$ cat config.mk
export PLATFORM = sky130hd
export DESIGN_NAME = piso_serializer_ctrl
export DESIGN_NICKNAME = d
export VERILOG_FILES = /design/src/rtl/serializer_pkg.sv /design/src/rtl/piso_shift_reg.sv /design/src/rtl/piso_serializer_ctrl.sv
export SDC_FILE = /design/constraint.sdc
export NUM_CORES = 1
export LEC_CHECK = 0
export CAP_MARGIN = 20
export CORE_MARGIN = 2
export CORE_UTILIZATION = 25
export CTS_BUF_LIST = sky130_fd_sc_hd__clkbuf_2 sky130_fd_sc_hd__clkbuf_4 sky130_fd_sc_hd__clkbuf_8
export DETAILED_ROUTE_END_ITERATION = 10
export GPL_ROUTABILITY_DRIVEN = 0
export SYNTH_ARGS = -nofsm -noshare
export SYNTH_HDL_FRONTEND = slang
export SYNTH_SLANG_ARGS = --single-unit
$ cat constraint.sdc
create_clock -name clk -period 3.85 [get_ports clk]
set_clock_uncertainty 0.1 [all_clocks]
set_input_delay 0.385 -clock clk [delete_from_list [all_inputs] [get_ports clk]]
set_output_delay 0.385 -clock clk [all_outputs]
set_load 0.03 [all_outputs]
$ cat src/rtl/serializer_pkg.sv
// Shared definitions for the PISO serializer: state encoding and counter sizing.
package serializer_pkg;

  localparam logic ST_IDLE  = 1'b0;
  localparam logic ST_SHIFT = 1'b1;

  // Bit-counter width for a word of the given width; never narrower than one bit.
  function automatic int cnt_w(input int width);
    return (width <= 2) ? 1 : $clog2(width);
  endfunction

endpackage

$ cat src/rtl/piso_shift_reg.sv
// WIDTH-bit parallel-load shift register with zero fill; load wins over shift.
module piso_shift_reg #(
  parameter int WIDTH = 4
) (
  input  logic             clk,
  input  logic             reset,
  input  logic             load,
  input  logic             shift_en,
  input  logic [WIDTH-1:0] d,
  input  logic             msb_first,
  output logic             q_bit
);

  logic [WIDTH-1:0] shreg_q;
  logic [WIDTH-1:0] shreg_d;

  // Next register contents: load, else shift toward the transmitted end, else hold.
  always_comb begin
    shreg_d = shreg_q;
    if (load) begin
      shreg_d = d;
    end else if (shift_en) begin
      shreg_d = msb_first ? (shreg_q << 1) : (shreg_q >> 1);
    end
  end

  // Register storage, cleared by the asynchronous active-low reset.
  always_ff @(posedge clk or negedge reset) begin
    if (!reset) begin
      shreg_q <= '0;
    end else begin
      shreg_q <= shreg_d;
    end
  end

  assign q_bit = msb_first ? shreg_q[WIDTH-1] : shreg_q[0];

endmodule

$ cat src/rtl/piso_serializer_ctrl.sv
// Parallel-in/serial-out sequencer: takes words on a valid/ready port and emits
// them one bit per accepted beat, chaining words back-to-back with no bubble.
module piso_serializer_ctrl
  import serializer_pkg::*;
#(
  parameter int WIDTH     = 4,
  parameter int MSB_FIRST = 1
) (
  input  logic             clk,
  input  logic             reset,
  input  logic [WIDTH-1:0] in_data,
  input  logic             in_valid,
  output logic             in_ready,
  output logic             ser_out,
  output logic             ser_valid,
  output logic             ser_last,
  input  logic             ser_ready,
  output logic             busy
);

  localparam int             CNT_W    = cnt_w(WIDTH);
  localparam logic [CNT_W-1:0] CNT_LAST = CNT_W'(WIDTH - 1);

  logic             state_q;
  logic             state_d;
  logic [CNT_W-1:0] cnt_q;
  logic [CNT_W-1:0] cnt_d;
  logic             cnt_last;
  logic             bit_acc;
  logic             load;
  logic             shift_en;
  logic             q_bit;

  assign cnt_last = (cnt_q == CNT_LAST);
  assign bit_acc  = ser_valid & ser_ready;
  assign load     = in_valid & in_ready;
  assign shift_en = bit_acc;

  // State and bit-counter registers; reset discards any word in flight.
  always_ff @(posedge clk or negedge reset) begin
    if (!reset) begin
      state_q <= ST_IDLE;
      cnt_q   <= '0;
    end else begin
      state_q <= state_d;
      cnt_q   <= cnt_d;
    end
  end

  // Next state and counter: a new word restarts the count, the last bit wraps it.
  always_comb begin
    state_d = state_q;
    cnt_d   = cnt_q;
    case (state_q)
      ST_IDLE:  if (in_valid) state_d = ST_SHIFT;
      ST_SHIFT: if (bit_acc && cnt_last && !in_valid) state_d = ST_IDLE;
      default:  state_d = ST_IDLE;
    endcase
    if (load) begin
      cnt_d = '0;
    end else if (bit_acc) begin
      cnt_d = cnt_last ? '0 : cnt_q + CNT_W'(1);
    end
  end

  // Outputs; in_ready also opens on an accepted last bit so the next word chains in.
  always_comb begin
    busy      = (state_q == ST_SHIFT);
    ser_valid = busy;
    ser_last  = busy & cnt_last;
    ser_out   = busy & q_bit;
    in_ready  = ~busy | (ser_last & ser_ready);
  end

  piso_shift_reg #(
    .WIDTH(WIDTH)
  ) u_shift_reg (
    .clk      (clk),
    .reset    (reset),
    .load     (load),
    .shift_en (shift_en),
    .d        (in_data),
    .msb_first(MSB_FIRST != 0),
    .q_bit    (q_bit)
  );

endmodule

## After elaboration in Yosys (flattened, before gate mapping)

Cells that the tools add are included.

- Register bits: 7
- Input port bits: 8
- Output and inout bits: 5
- Logic and storage cells: 24

- Add/subtract/negate cells: 1
- Equality and inequality tests: 1
- Muxes and demuxes: 8
- Bitwise gates (word level): 7
- Reduce and logical (&&, ||, !) cells: 4

Operators with widths:

| cell | count |
|---|---|
| 4-bit two-way mux | 2 |
| 2-bit two-way mux | 3 |
| 1-bit bitwise AND | 5 |
| 2-bit by 1-bit adder with 2-bit output (second input constant) | 1 |
| 2-bit == test (second input constant) | 1 |
| 1-bit logical AND | 2 |
| 1-bit two-way mux | 2 |
| 1-bit one-hot mux with 2 select lines | 1 |
| 2-bit nonzero test | 1 |
| 1-bit logical NOT | 1 |
| 1-bit NOT | 1 |
| 1-bit bitwise OR | 1 |

## Logic depth before layout (Yosys ltp)

- Depth in word-level cells: 6
- Depth in mapped cells: 4
- Mapped depth without buffers: 4

## Hierarchy

From an unflattened synthesis, not the netlist that was laid out.

- Cells, all modules: 45
- Area total of the unflattened synthesis: 419.2 µm²

By module, submodules not included:

| module | instances | cells an instance | area an instance (µm²) | sequential area each (µm²) |
|---|---|---|---|---|
| piso_shift_reg | 1 | 23 | 234.0 | 100.1 |
| piso_serializer_ctrl | 1 | 22 | 185.2 | 75.1 |

## Least setup slack after synthesis

OpenSTA, ideal clock, no wires.

- Path kind: reg-to-output
- From: register state_q, in the netlist busy
- To: output ser_last
- Arrival: 1110 ps
- Data required time: 3365 ps
- Setup slack: 2255 ps
- Cell stages (with the launch flop): 3
- Buffers on the path: 1
- Cells stage by stage: dfrtp_1 -> buf_2 -> and2_1

- Longest elaborated chain between the ends: 1

RTL lines:

| element | RTL line | RTL |
|---|---|---|
| from (decl) | piso_serializer_ctrl.sv:24 | `logic state_q;` |
| from (signal assigned) | piso_serializer_ctrl.sv:45 | `state_q <= state_d;` |
| 1-bit bitwise AND | piso_serializer_ctrl.sv:70 | `ser_last = busy & cnt_last;` |
| to (decl) | piso_serializer_ctrl.sv:16 | `output logic ser_last,` |

No other way between the ends.

## Worst setup path after layout

- From: input ser_ready
- To: output in_ready

- Longest elaborated chain between the ends: 2

RTL lines:

| element | RTL line | RTL |
|---|---|---|
| from (decl) | piso_serializer_ctrl.sv:17 | `input logic ser_ready,` |
| 1-bit bitwise AND | piso_serializer_ctrl.sv:72 | `in_ready = ~busy \| (ser_last & ser_ready);` |
| 1-bit bitwise OR | piso_serializer_ctrl.sv:72 |  |
| to (decl) | piso_serializer_ctrl.sv:13 | `output logic in_ready,` |

No other way between the ends.

==> results by group <==
Logic synthesis
  • Synth Instances: 48
  • Synth top area cells: dfrtp_1 38%, mux2i_1 11%, mux2_4 9.7%
  • Mapped Area: 467 um2
  • Post-synth top flop: dfrtp_1
  • Library cells used by synthesis: 20
  • Top-area cell type share of the netlist area: 0.375
  • Biggest area consumer among synthesized cells: dfrtp_1
  • Async S/R FF share, synth: 1.00
  • YS warnings: 0
  • #FFs+latches synth: 7
  • Synth Net Count: 57
  • Syn avg cell area: 9.72 um2
  • Post-synthesis sequential area ratio: 0.375
  • EDFF count, synth: 0

Placement
  • Port Buffers: 12
  • Pre-CTS setup slack: 1.46 ns
  • HPWL after DPL: 695 um

Global route
  • First-pass GRT wire length: 1590 um
  • Initial antenna violation count: 0
  • Largest net degree at the start of global routing: 16
  • Remaining Overflow, GRT: 0
  • Global-route usage over all layers: 0.105
  • Vias in the first global route: 366

Run
  • Max_cap viols: 0

Worst setup path
  • Worst Path Required: 3.37 ns
  • Critical Path Fanout Max: 9
  • WS Path Type: input port to output pin
  • Critical path startpoint category: input port
  • CP Capture Type: output pin
  • Critical Path AT: 1.92 ns

Detailed routing
  • Final ANT Viol Nets: 0
  • Avg Vias per Cell: 4.45
  • DR WL/cell: 11.5 um
  • Metal-1 WL: 498 um
  • DR top layer: met4
  • Initial DRC count: 3
  • DR WL met3: 37 um
  • Met2 routed WL: 421 um
  • Pre-Repair DR Iteration Count: 2
  • Drt total wl: 978 um
  • DRC: 0
  • Via count: 378

CTS
  • TritonCTS buffer count: 3
  • CTS sink count: 7
  • Cts repair resizes: 0
  • CTS tree: done
  • Maximum clock insertion buffer count: 2
  • Setup Buffers After CTS: 0
  • Clock-pin slew on the worst setup and hold paths: 0.06 ns
  • CTS Hold Bufs: 0
  • Worst-Skew Late Latency: 0.26 ns
  • CTS root buffer: clkbuf_4
  • CTS H-tree lvls: 1

Timing
  • Finish-stage setup viols: 0
  • Worst-Margin Slew: 0.455 ns
  • Hold Violations, Final: 0
  • Setup TNS Final: 0 ns
  • RSZ-0062 raised after global routing: false
  • Max_slew headroom: 0.696
  • Max Fclk: 0.416 GHz
  • Period utilization: 0.624
  • Setup ws final: 1.45 ns
  • Fin crit period: 2.40 ns
  • Count of pins over their slew limit: 0

Layout
  • Most frequent cells in the layout: 12 x clkdlybuf4s50_1, 7 x dfrtp_1, 5 x nand2_1, 5 x nand2b_1, 5 x mux2i_1
  • Synth-to-layout area growth: 32.2%
  • Layout cells sized above 1: 0.133
  • Diodes inserted: 0
  • Most common cell after layout, fill and taps aside: clkdlybuf4s50_1
  • Layout net count: 70

Floorplan
  • I/O pin cnt: 13
  • Core Region: 0.00175 mm2
  • # rows: 15
  • Die height: 47.2 um
  • Starting Density: 0.267
  • Die ar.: 0.00223 mm2
  • Die width: 47.2 um

Pwr
  • Design Power: 0.000389 W
  • Worst IR Drop VDD: 0.220 mV
  • Static leakage: 0.284 nW
  • P per Cell Area: 631 mW/mm2

Min path
  • Hold crit path type: input port to async pin

Outcome
  • Status: complete, no violations
cells in the mapped netlist (2+ instances only):
master    count
nand2_1       5
buf_2         2
o21ai_0       2
nor2_1        2
nand2b_1      5
a21oi_1       3
o22ai_1       2
dfrtp_1       7
inv_1         2
mux2i_1       5
and2_1        2
mux2_4        3
kinds of logic after synthesis:
| logic type | Yosys count | share of synthesized area |
|---|---|---|
| buffers and inverters | 6 | 0.0778 |
| AND/OR/NAND/NOR | 16 | 0.177 |
| multiplexers | 8 | 0.204 |
| flip-flops | 7 | 0.375 |
| adder cells (fa/ha/maj) | 1 | 0.0268 |
| AO/OA/AOI/OAI | 10 | 0.139 |
where the power goes:
part | internal [W] | leakage (nW) | switching, W
logic | 0.0000963 | 0.185 | 0.0000929
clock network | 0.0000382 | 0.0177 | 0.0000316
registers | 0.000102 | 0.0818 | 0.0000280
through the flow:
step | hold slack (ns) | std cells | util | area [um2]
after floorplan | -0.0106 | 48 | - | 467
after global placement | 0.400 | 81 | 0.338 | 589
after detailed placement | 0.406 | 81 | 0.338 | 589
after CTS | 0.295 | 85 | 0.353 | 617
after global routing | 0.297 | 85 | 0.353 | 617
final | 0.295 | 85 | 0.353 | 617
flip-flops by register name, summed over array words and instances (netlist names):
signal / flops
u_shift_reg.shreg_q: 4
cnt_q: 2
busy: 1
layout make-up:
class / instances / area, um2
fill: 197 / 1130
multi-input combinational: 35 / 255
sequential: 7 / 175
timing repair buffer: 12 / 120
tap: 25 / 31.3
clock buffer: 3 / 22.5
inverter: 2 / 7.51
clock inverter: 1 / 5.00
routing by layer:
| layer | GRT usage | vias to the layer above |
|---|---|---|
| met2 | 0.140 | 15 |
| met1 | 0.143 | 172 |
| li1 | - | 188 |
| met3 | 0.0269 | 3 |
| met5 | 0 | - |
| met4 | 0.0833 | 0 |
final timing paths:
kind	from	end	slack, ns	depth (start not counted)
setup / recovery	ser_ready	in_ready	1.45	4
hold / removal	reset	u_shift_reg.shreg_q[3]$_DFFE_PN0P_	0.30	1
setup reg to reg	cnt_q[0]$_DFFE_PN0P_	u_shift_reg.shreg_q[3]$_DFFE_PN0P_	2.44	4
hold reg to reg	cnt_q[1]$_DFFE_PN0P_	cnt_q[1]$_DFFE_PN0P_	0.43	2
max in group asynchronous	reset	cnt_q[1]$_DFFE_PN0P_	3.10	1
min in group clk	cnt_q[1]$_DFFE_PN0P_	cnt_q[1]$_DFFE_PN0P_	0.43	2
worst max-delay path, stage by stage:
cell and delay, ns:
clkdlybuf4s50_1 0.66, nand2_1 0.10, nand2_1 0.10, clkdlybuf4s50_1 0.68
(Power assumes the default switching activity.)
